**config.mk**
```make
export PLATFORM = sky130hd
export DESIGN_NAME = pipeline_hazard_ctrl
export DESIGN_NICKNAME = d
export VERILOG_FILES = /design/src/rtl/pipeline_ctrl_pkg.sv /design/src/rtl/hazard_detect.sv /design/src/rtl/pipeline_hazard_ctrl.sv
export SDC_FILE = /design/constraint.sdc
export NUM_CORES = 1
export LEC_CHECK = 0
export CAP_MARGIN = 10
export CORE_MARGIN = 3
export CORE_UTILIZATION = 52
export DETAILED_ROUTE_END_ITERATION = 8
export GPL_TIMING_DRIVEN = 0
export PLACE_DENSITY_LB_ADDON = 0.1
export SYNTH_ARGS = -nofsm -noshare
export SYNTH_HDL_FRONTEND = slang
export SYNTH_SLANG_ARGS = --single-unit
```
**constraint.sdc**
```tcl
create_clock -name clk -period 4.7 [get_ports clk]
set_clock_uncertainty 0.1 [all_clocks]
set_input_delay 0.94 -clock clk [delete_from_list [all_inputs] [get_ports clk]]
set_output_delay 0.94 -clock clk [all_outputs]
set_load 0.03 [all_outputs]
```
**src/rtl/pipeline_ctrl_pkg.sv**
```systemverilog
// Shared types and reset defaults for the pipeline hazard controller.
// Load/flush bundles are packed so the top can assign them as a unit.
package pipeline_ctrl_pkg;

  localparam int REG_ADDR_W = 5;

  typedef enum logic {
    RUN      = 1'b0,
    MEM_WAIT = 1'b1
  } state_e;

  typedef struct packed {
    logic pc;
    logic ifid;
    logic idex;
    logic exmem;
    logic memwb;
  } loads_t;

  typedef struct packed {
    logic ifid;
    logic idex;
    logic exmem;
  } flush_t;

  localparam loads_t RST_LOADS = '0;
  localparam flush_t RST_FLUSH = '1;
  localparam loads_t ALL_LOADS = '1;
  localparam flush_t NO_FLUSH  = '0;

endpackage

```
**src/rtl/hazard_detect.sv**
```systemverilog
// Combinational load-use comparator: the ID instruction reads a register
// that the load currently in ID/EX has not yet produced. x0 never hazards.
module hazard_detect
  import pipeline_ctrl_pkg::*;
(
  input  logic [REG_ADDR_W-1:0] id_rs1,
  input  logic [REG_ADDR_W-1:0] id_rs2,
  input  logic                  id_uses_rs1,
  input  logic                  id_uses_rs2,
  input  logic [REG_ADDR_W-1:0] ex_rd,
  input  logic                  ex_mem_read,
  output logic                  lu_hazard
);

  logic rs1_hit;
  logic rs2_hit;

  always_comb begin
    rs1_hit   = id_uses_rs1 && (id_rs1 == ex_rd);
    rs2_hit   = id_uses_rs2 && (id_rs2 == ex_rd);
    lu_hazard = ex_mem_read && (ex_rd != '0) && (rs1_hit || rs2_hit);
  end

endmodule

```
**src/rtl/pipeline_hazard_ctrl.sv**
```systemverilog
// Drives load/flush enables of all five pipeline registers with priority
// freeze > branch flush > load-use > run; keeps stall/flush counters and a timeout flag.
module pipeline_hazard_ctrl #(
  parameter int CNT_W       = 16,
  parameter int MEM_TIMEOUT = 255
) (
  input  logic             clk,
  input  logic             rst,
  input  logic [4:0]       id_rs1,
  input  logic [4:0]       id_rs2,
  input  logic             id_uses_rs1,
  input  logic             id_uses_rs2,
  input  logic [4:0]       ex_rd,
  input  logic             ex_mem_read,
  input  logic             br_taken,
  input  logic             mem_req,
  input  logic             mem_ready,
  output logic             pc_load,
  output logic             ifid_load,
  output logic             idex_load,
  output logic             exmem_load,
  output logic             memwb_load,
  output logic             ifid_flush,
  output logic             idex_flush,
  output logic             exmem_flush,
  output logic [CNT_W-1:0] stall_cnt,
  output logic [CNT_W-1:0] flush_cnt,
  output logic             mem_err
);

  import pipeline_ctrl_pkg::*;

  localparam int WAIT_W = (MEM_TIMEOUT < 1) ? 1 : $clog2(MEM_TIMEOUT + 1);
  localparam logic [WAIT_W-1:0] TIMEOUT_V = WAIT_W'(MEM_TIMEOUT);

  logic   lu_hazard;
  logic   freeze;
  logic   br_sel;
  loads_t loads;
  flush_t flush;

  state_e            state_q, state_d;
  logic [WAIT_W-1:0] wait_cnt_q, wait_cnt_d;
  logic [CNT_W-1:0]  stall_cnt_q, stall_cnt_d;
  logic [CNT_W-1:0]  flush_cnt_q, flush_cnt_d;
  logic              mem_err_q, mem_err_d;

  hazard_detect u_hazard_detect (
    .id_rs1      (id_rs1),
    .id_rs2      (id_rs2),
    .id_uses_rs1 (id_uses_rs1),
    .id_uses_rs2 (id_uses_rs2),
    .ex_rd       (ex_rd),
    .ex_mem_read (ex_mem_read),
    .lu_hazard   (lu_hazard)
  );

  assign freeze = mem_req && !mem_ready;

  // Reset overrides combinationally so registers see the bubble state at once.
  always_comb begin
    loads  = ALL_LOADS;
    flush  = NO_FLUSH;
    br_sel = 1'b0;
    if (rst) begin
      loads = RST_LOADS;
      flush = RST_FLUSH;
    end else if (freeze) begin
      loads = '0;
    end else if (br_taken) begin
      flush  = '1;
      br_sel = 1'b1;
    end else if (lu_hazard) begin
      loads.pc   = 1'b0;
      loads.ifid = 1'b0;
      flush.idex = 1'b1;
    end
  end

  always_comb begin
    state_d    = state_q;
    wait_cnt_d = wait_cnt_q;
    case (state_q)
      RUN: begin
        if (freeze) begin
          state_d    = MEM_WAIT;
          wait_cnt_d = WAIT_W'(1);
        end
      end
      MEM_WAIT: begin
        if (freeze) begin
          if (wait_cnt_q != '1) wait_cnt_d = wait_cnt_q + 1'b1;
        end else begin
          state_d    = RUN;
          wait_cnt_d = '0;
        end
      end
      default: begin
        state_d    = RUN;
        wait_cnt_d = '0;
      end
    endcase
  end

  always_comb begin
    stall_cnt_d = stall_cnt_q;
    flush_cnt_d = flush_cnt_q;
    if (!loads.pc && (stall_cnt_q != '1)) stall_cnt_d = stall_cnt_q + 1'b1;
    if (br_sel && (flush_cnt_q != '1))    flush_cnt_d = flush_cnt_q + 1'b1;
    // Report-only: the pipeline keeps waiting on memory after the flag sets.
    mem_err_d = mem_err_q || (freeze && (wait_cnt_d >= TIMEOUT_V));
  end

  always_ff @(posedge clk or posedge rst) begin
    if (rst) begin
      state_q     <= RUN;
      wait_cnt_q  <= '0;
      stall_cnt_q <= '0;
      flush_cnt_q <= '0;
      mem_err_q   <= 1'b0;
    end else begin
      state_q     <= state_d;
      wait_cnt_q  <= wait_cnt_d;
      stall_cnt_q <= stall_cnt_d;
      flush_cnt_q <= flush_cnt_d;
      mem_err_q   <= mem_err_d;
    end
  end

  assign pc_load     = loads.pc;
  assign ifid_load   = loads.ifid;
  assign idex_load   = loads.idex;
  assign exmem_load  = loads.exmem;
  assign memwb_load  = loads.memwb;
  assign ifid_flush  = flush.ifid;
  assign idex_flush  = flush.idex;
  assign exmem_flush = flush.exmem;
  assign stall_cnt   = stall_cnt_q;
  assign flush_cnt   = flush_cnt_q;
  assign mem_err     = mem_err_q;

endmodule

```
==> impl_metrics.csv, run 1 <==
group,metric,value,unit
outcome,outcome,"completed",
clock_network,cts.path.max_buffers,2,
sta,report.final.setup_viol,0,
power,power.share.combinational,0.412,
floorplan,core,0.00420,mm2
power,clkPwrFrac,0.179,
detailed_routing,route.antenna.remaining_nets,0,
floorplan,die_area,0.00539,mm2
synth,synth_sequential_area_ratio,0.445,
grt,first_global_vias,2028,
sta,share_of_the_clock_period_used_by_the_worst_path,0.970,
clock_network,postCtsSetupRepairBufs,0,
sta,fin_crit,4560,ps
placed_design,finalWeightedCongestion,0.768,
critical_path,startpoint_type,"input port",
power,seq_power_share,0.409,
floorplan,initial_core_util,0.562,
finish,layout.nets,322,
power,power.switching,536,uW
synth,synth.net_count,252,
detailed_routing,detail_route.drc_violations,0,
finish,sequential_cell_area,0.00105,mm2
critical_path,critical_path.endpoint,"pc_load",
job,drv_cap,0,
power,power.internal,800,uW
synth,ys.warnings.count,0,
detailed_routing,vias_per_cell,5.77,
grt,grt_start_max_net_pins,45,
critical_path,critical_path_peak_fanout,11,
finish,multi_input_comb_area,0.00124,mm2
power,static-leakage-power,1.30,nW
placed_design,port-buffer-count,63,
clock_network,worst_skew_pair.late_latency,290,ps
synth,synth.lib_cells_used.distinct,50,
finish,number_of_diodes,0,
grt,globalRoute.totalOverflow,0,
grt,grt_pass1_wl,9.20,mm
critical_path,critical_path.startpoint,"ex_rd[1]",
finish,area_delta_synth_final,33.2,%
clock_network,cts_sinks,42,
power,power_switching_share,0.401,
finish,fillerInstances,302,
sta,maxSlewViolCount,0,
grt,gr-usage-all-layers,0.219,
synth,number_of_instances_in_the_synthesized_netlist,226,
sta,tightestPinTransition,887,ps
critical_path,crit_type,"input port to output pin",
synth,synth-seq-cells,42,
min_path,hold_path_class,"flop to flop",
floorplan,dieWidth,73.4,um
synth,synth-async-reset-ratio,1.00,
sta,maxClockFrequency,0.219,GHz
synth,synthesis.area,0.00236,mm2
critical_path,capturing_point_of_the_worst_reg2reg_path,"stall_cnt[1]$_DFFE_PP0P_",
clock_network,clkSlewWorstSetupHoldPaths,70,ps
critical_path,crit_arrival,3520,ps
finish,drive_above_1_share,0.118,
critical_path,critical_path.reg2reg.startpoint,"stall_cnt[4]$_DFFE_PP0P_",
critical_path,reg2reg_slack,2540,ps
floorplan,die_h,73.4,um
detailed_routing,first_iter_violations,144,
detailed_routing,drtPass1Iterations,4,
placed_design,dp_hpwl,4.17,mm
synth,dominantRegCellSynth,"sky130_fd_sc_hd__dfrtp_1",
placed_design,placed_area,0.00306,mm2
sta,hold_viol_final,0,
sta,relSlewSlack,0.408,
finish,finalInstanceArea,0.00315,mm2
power,design_power_total,1.34,mW
power,power-per-cell-area,424,mW/mm2
floorplan,fp-row-count,23,
clock_network,tritoncts.num_buffers,5,
placed_design,preCtsSetupSlack,142,ps
synth,post_synthesis_area_per_instance,10.5,um2
critical_path,worstRegToRegCells,6,
power,vdd.ir_drop.worst,0.396,mV
clock_network,cts-root-buf,"sky130_fd_sc_hd__clkbuf_8",
synth,synth_edf_count,0,
detailed_routing,finalWirelength,5.55,mm
min_path,whs_path_depth,1,
critical_path,timing.critical_path.to_type,"output pin",
detailed_routing,wl_per_cell,16.0,um
sta,postLayoutSetupSlackWorst,143,ps
detailed_routing,vias,2003,
clock_network,number_of_cells_upsized_or_downsized_after_cts,0,
clock_network,ctsHoldBuffers,0,
clock_network,h-tree-depth,2,
sta,rsz_0062_raised_after_global_routing,"false",
critical_path,critical_path_required,3660,ps
clock_network,tritoncts,"yes",
grt,grt_antenna_before_repair,0,
sta,fin_worst_hold_slack,369,ps
floorplan,floorplan.io_pins,64,
power groups by stage:
stage	clock, mW	sequential, mW	combinational [mW]
floorplan	0	0.673	0.188
global placement	0	0.545	0.538
detailed placement	0	0.548	0.552
CTS	0.246	0.544	0.555
global route	0.262	0.557	0.588
finish	0.239	0.546	0.551
cells in the final DEF (no fill, tap or decap), types with 6 or more instances in the layout:
cell / n
sky130_fd_sc_hd__o21ai_0: 7
sky130_fd_sc_hd__nand3_1: 13
sky130_fd_sc_hd__nor2_1: 10
sky130_fd_sc_hd__xnor2_1: 22
sky130_fd_sc_hd__nor3_2: 7
sky130_fd_sc_hd__a21oi_1: 6
sky130_fd_sc_hd__dfrtp_1: 42
sky130_fd_sc_hd__clkbuf_8: 6
sky130_fd_sc_hd__xor2_1: 17
sky130_fd_sc_hd__clkdlybuf4s50_1: 63
sky130_fd_sc_hd__nand2_1: 21
sky130_fd_sc_hd__nand4_1: 14
Yosys cell counts, types with 3 or more instances:
cell type                  n  area share
sky130_fd_sc_hd__xor2_1   17       0.063
sky130_fd_sc_hd__and4_1    3       0.011
sky130_fd_sc_hd__nor2_1   10       0.016
sky130_fd_sc_hd__and3_1    4       0.011
sky130_fd_sc_hd__nand4_1  14       0.037
sky130_fd_sc_hd__inv_1     4      0.0064
sky130_fd_sc_hd__dfrtp_1  42        0.44
sky130_fd_sc_hd__nand2_1  21       0.033
sky130_fd_sc_hd__buf_4     4       0.013
sky130_fd_sc_hd__nor3_2    7       0.030
sky130_fd_sc_hd__nor4_1    4       0.011
sky130_fd_sc_hd__a21oi_1   6       0.013
sky130_fd_sc_hd__ha_1      3       0.016
sky130_fd_sc_hd__nor2_2    3      0.0079
sky130_fd_sc_hd__o21ai_0   7       0.015
sky130_fd_sc_hd__nand3_1  13       0.028
sky130_fd_sc_hd__xnor2_1  22       0.082
logic make-up (layout without fill, tap and decap cells):
| logic type | Yosys count | in the layout | share of synthesized area |
|---|---|---|---|
| AOI/OAI and AO/OA | 31 | 31 | 0.0996 |
| xor gates and xnor gates | 39 | 39 | 0.145 |
| adders and majority gates | 3 | 3 | 0.0159 |
| and+or+nand+nor | 96 | 96 | 0.247 |
| muxes | 3 | 3 | 0.0175 |
| DFF | 42 | 42 | 0.445 |
| buffers and inverters | 12 | 83 | 0.0302 |
worst max-delay path, cell delays in order:
cell and delay, ps:
sky130_fd_sc_hd__clkdlybuf4s50_1 480, sky130_fd_sc_hd__or4_1 560, sky130_fd_sc_hd__o21ai_2 170, sky130_fd_sc_hd__nor2_2 70, sky130_fd_sc_hd__a21boi_4 320, sky130_fd_sc_hd__buf_8 200
sky130_fd_sc_hd__buf_4 110, sky130_fd_sc_hd__clkdlybuf4s50_1 650
routing by layer:
metal	track usage	vias up	wire, um
met5	0	-	0
met4	0.0584	0	48
met3	0.0534	8	378
met2	0.372	61	2670
met1	0.279	981	2450
li1	-	953	-
worst min path at each step:
| stage | endpoint | slack (ps) | from |
|---|---|---|---|
| after floorplan | wait_cnt_q[7]$_DFF_PP0_ | 390 | wait_cnt_q[7]$_DFF_PP0_ |
| after global placement | mem_err$_DFF_PP0_ | 350 | mem_err$_DFF_PP0_ |
| after detailed placement | mem_err$_DFF_PP0_ | 350 | mem_err$_DFF_PP0_ |
| after CTS | mem_err$_DFF_PP0_ | 370 | mem_err$_DFF_PP0_ |
| after global routing | mem_err$_DFF_PP0_ | 380 | mem_err$_DFF_PP0_ |
| final | mem_err$_DFF_PP0_ | 370 | mem_err$_DFF_PP0_ |
through the flow:
stage / utilization / std cells / TNS, ps
after global routing: 0.749 / 347 / 0
final: 0.749 / 347 / 0
after global placement: 0.727 / 339 / -137
after CTS: 0.749 / 347 / 0
after floorplan: - / 226 / 0
after detailed placement: 0.727 / 339 / 0
flip-flops by register name, summed over array words and instances, names as in the netlist:
register / flops
flush_cnt: 16
state_q: 1
wait_cnt_q: 8
stall_cnt: 16
mem_err: 1
layout make-up:
type	instances	area share
Tap cell	50	0.0199
Clock inverter	1	0.00159
Sequential cell	42	0.334
Buffer	7	0.0167
Inverter	5	0.00596
Timing Repair Buffer	63	0.200
Multi-Input combinational cell	172	0.394
Clock buffer	7	0.0274
No activity file was read; power rests on OpenSTA's default activity.
==> run 2: changes to the inputs <==
--- a/config.mk
+++ b/config.mk
@@ -5,12 +5,15 @@
 export SDC_FILE = /design/constraint.sdc
 export NUM_CORES = 1
 export LEC_CHECK = 0
+export ABC_AREA = 0
 export CAP_MARGIN = 10
 export CORE_MARGIN = 3
 export CORE_UTILIZATION = 52
 export DETAILED_ROUTE_END_ITERATION = 8
 export GPL_TIMING_DRIVEN = 0
+export MAX_ROUTING_LAYER = met4
 export PLACE_DENSITY_LB_ADDON = 0.1
 export SYNTH_ARGS = -nofsm -noshare
 export SYNTH_HDL_FRONTEND = slang
+export SYNTH_HIERARCHICAL = 1
 export SYNTH_SLANG_ARGS = --single-unit
==> impl_metrics.csv, run 2 <==
group,metric,value,unit
power,vdd.ir_drop.worst,0.501,mV
detailed_routing,detailroute.wirelength.met3,191,um
floorplan,die_h,72.3,um
sta,report.final.setup_viol,0,
synth,synth_top_area_share,0.460,
detailed_routing,top_layer_used,"met4",
clock_network,clkSlewWorstSetupHoldPaths,80,ps
clock_network,cts_sinks,42,
critical_path,critical_path_required,3660,ps
sta,share_of_the_clock_period_used_by_the_worst_path,0.940,
placed_design,dp_hpwl,4.01,mm
critical_path,critical_path_peak_fanout,4,
clock_network,tritoncts,"yes",
detailed_routing,detail_route.drc_violations,0,
clock_network,ctsHoldBuffers,0,
detailed_routing,wl_met1,2.31,mm
sta,post_route_setup_tns,0,ps
finish,area_delta_synth_final,35.0,%
synth,synth-async-reset-ratio,1.00,
finish,post-route-util,0.750,
grt,grt_antenna_before_repair,0,
synth,number_of_instances_in_the_synthesized_netlist,230,
clock_network,h-tree-depth,2,
finish,number_of_diodes,0,
clock_network,tritoncts.num_buffers,5,
sta,fin_crit,4420,ps
synth,dominantRegCellSynth,"sky130_fd_sc_hd__dfrtp_1",
clock_network,worst_skew_pair.late_latency,290,ps
grt,first_global_vias,1955,
detailed_routing,finalWirelength,5.33,mm
critical_path,reg2reg_slack,2550,ps
placed_design,placed_area,0.00298,mm2
finish,finalInstanceArea,0.00309,mm2
detailed_routing,vias,1941,
min_path,whs_path_depth,1,
synth,synth.most_common_cell,"sky130_fd_sc_hd__dfrtp_1",
detailed_routing,met2_wl,2.77,mm
sta,maxClockFrequency,0.226,GHz
synth,synth_edf_count,0,
clock_network,number_of_cells_upsized_or_downsized_after_cts,0,
floorplan,die_area,0.00523,mm2
clock_network,cts-root-buf,"sky130_fd_sc_hd__clkbuf_8",
sta,postLayoutSetupSlackWorst,284,ps
synth,yosys-top-cells-area,"sky130_fd_sc_hd__dfrtp_1 46%, sky130_fd_sc_hd__xor2_1 7.7%, sky130_fd_sc_hd__xnor2_1 6.5%",
detailed_routing,wl_per_cell,15.2,um
critical_path,critical_path.reg2reg.startpoint,"wait_cnt_q[0]$_DFF_PP0_",
min_path,hold_path_class,"flop to flop",
critical_path,capturing_point_of_the_worst_reg2reg_path,"mem_err$_DFF_PP0_",
grt,grt_start_max_net_pins,47,
min_path,holdCritStartpoint,"mem_err$_DFF_PP0_",
synth,ys_top_cells_by_count,"42 x sky130_fd_sc_hd__dfrtp_1, 26 x sky130_fd_sc_hd__nand2_1, 20 x sky130_fd_sc_hd__xor2_1",
floorplan,dieWidth,72.3,um
finish,fillerInstances,302,
grt,grt_pass1_wl,8.92,mm
detailed_routing,drtPass1Iterations,4,
sta,relSlewSlack,0.389,
min_path,min_to,"mem_err$_DFF_PP0_",
floorplan,floorplan.io_pins,64,
critical_path,startpoint_type,"input port",
synth,post-synth-top-area-cell,"sky130_fd_sc_hd__dfrtp_1",
synth,synth.lib_cells_used.distinct,44,
synth,synth.net_count,256,
critical_path,crit_type,"input port to output pin",
clock_network,cts.path.max_buffers,2,
sta,hold_viol_final,0,
power,power-per-cell-area,396,mW/mm2
outcome,outcome,"completed",
sta,rsz_0062_raised_after_global_routing,"false",
sta,tightestPinTransition,917,ps
job,drv_cap,0,
floorplan,core,0.00412,mm2
synth,synth-seq-cells,42,
grt,gr-usage-all-layers,0.223,
clock_network,postCtsSetupRepairBufs,0,
synth,ys.warnings.count,6,
finish,layout.nets,326,
critical_path,timing.critical_path.to_type,"output pin",
finish,layout.cells.most_common,"sky130_fd_sc_hd__clkdlybuf4s50_1",
synth,synth_sequential_area_ratio,0.460,
detailed_routing,first_iter_violations,144,
placed_design,preCtsSetupSlack,282,ps
synth,post_synthesis_area_per_instance,9.94,um2
synth,synthesis.area,0.00229,mm2
critical_path,crit_arrival,3380,ps
grt,globalRoute.totalOverflow,0,
critical_path,worstRegToRegCells,6,
floorplan,initial_core_util,0.556,
detailed_routing,vias_per_cell,5.53,
placed_design,finalWeightedCongestion,0.828,
sta,maxSlewViolCount,0,
finish,drive_above_1_share,0.0731,
finish,layout_common_cells,"63 x sky130_fd_sc_hd__clkdlybuf4s50_1, 42 x sky130_fd_sc_hd__dfrtp_1, 26 x sky130_fd_sc_hd__nand2_1, 20 x sky130_fd_sc_hd__xor2_1, 18 x sky130_fd_sc_hd__nand3_1",
floorplan,fp-row-count,23,
detailed_routing,route.antenna.remaining_nets,0,
placed_design,port-buffer-count,63,
power,static-leakage-power,1.31,nW
[run 2: cell types whose count changed after synthesis, sizes merged, moves of 5 or more]
cell	change
nor3	-5
xnor2	-5
nand2	+5
nand4	-6
a21oi	+6
nand3	+5
[run 2: how the worst max path moves through the flow]
stage,startpoint,to,slack [ps],cells after the start
after global placement,rst,idex_flush,-40,5
after floorplan,rst,idex_flush,870,3
after detailed placement,ex_rd[4],pc_load,280,9
after global routing,ex_rd[2],pc_load,120,10
after CTS,ex_rd[4],pc_load,280,9
final,ex_rd[2],pc_load,280,10
[run 2: critical path: stages]
cell                              delay (ps)
sky130_fd_sc_hd__clkdlybuf4s50_1         470
sky130_fd_sc_hd__xor2_1                  190
sky130_fd_sc_hd__nor4_1                  380
sky130_fd_sc_hd__nand3_1                 130
sky130_fd_sc_hd__a21oi_1                 190
sky130_fd_sc_hd__nand2b_1                 90
sky130_fd_sc_hd__nand2_1                 130
sky130_fd_sc_hd__inv_1                   120
sky130_fd_sc_hd__buf_4                   150
sky130_fd_sc_hd__clkdlybuf4s50_1         580
[run 2: cell type report]
type,count,area (um2),area share
inverters,8,30.0,0.00973
plain buffers,4,30.0,0.00973
repair buffers,63,631,0.204
multi-input cells,176,1180,0.381
flip-flops and latches,42,1050,0.340
clock buffers,7,76.3,0.0247
clock inverters,1,30.0,0.00973
well taps,50,62.6,0.0203
[run 2: metal layers]
layer  vias up  track usage
li1        962            -
met3         5       0.0499
met1       936        0.263
met5         -            -
met4         0       0.0564
met2        38        0.385
[run 2: logic make-up (layout without fill, tap and decap cells)]
kind of cell,after synthesis,after routing,share of synthesized area
simple gates,98,98,0.235
flops,42,42,0.460
xor+xnor,37,37,0.142
compound gates,34,34,0.102
buf+inv,12,83,0.0263
mux,4,4,0.0186
fa+ha+maj,3,3,0.0164
[run 2: power breakdown]
part / switching, mW / internal, mW
clock network: 0.125 / 0.159
registers: 0.0800 / 0.423
logic: 0.242 / 0.195
total: 0.447 / 0.777
[run 2: per-stage QoR]
stage / power, mW / std cells / hold WS, ps
finish: 1.22 / 351 / 370
global route: 1.28 / 351 / 410
CTS: 1.23 / 351 / 378
detailed placement: 0.948 / 343 / 357
global placement: 0.938 / 343 / 355
floorplan: 0.754 / 230 / 404
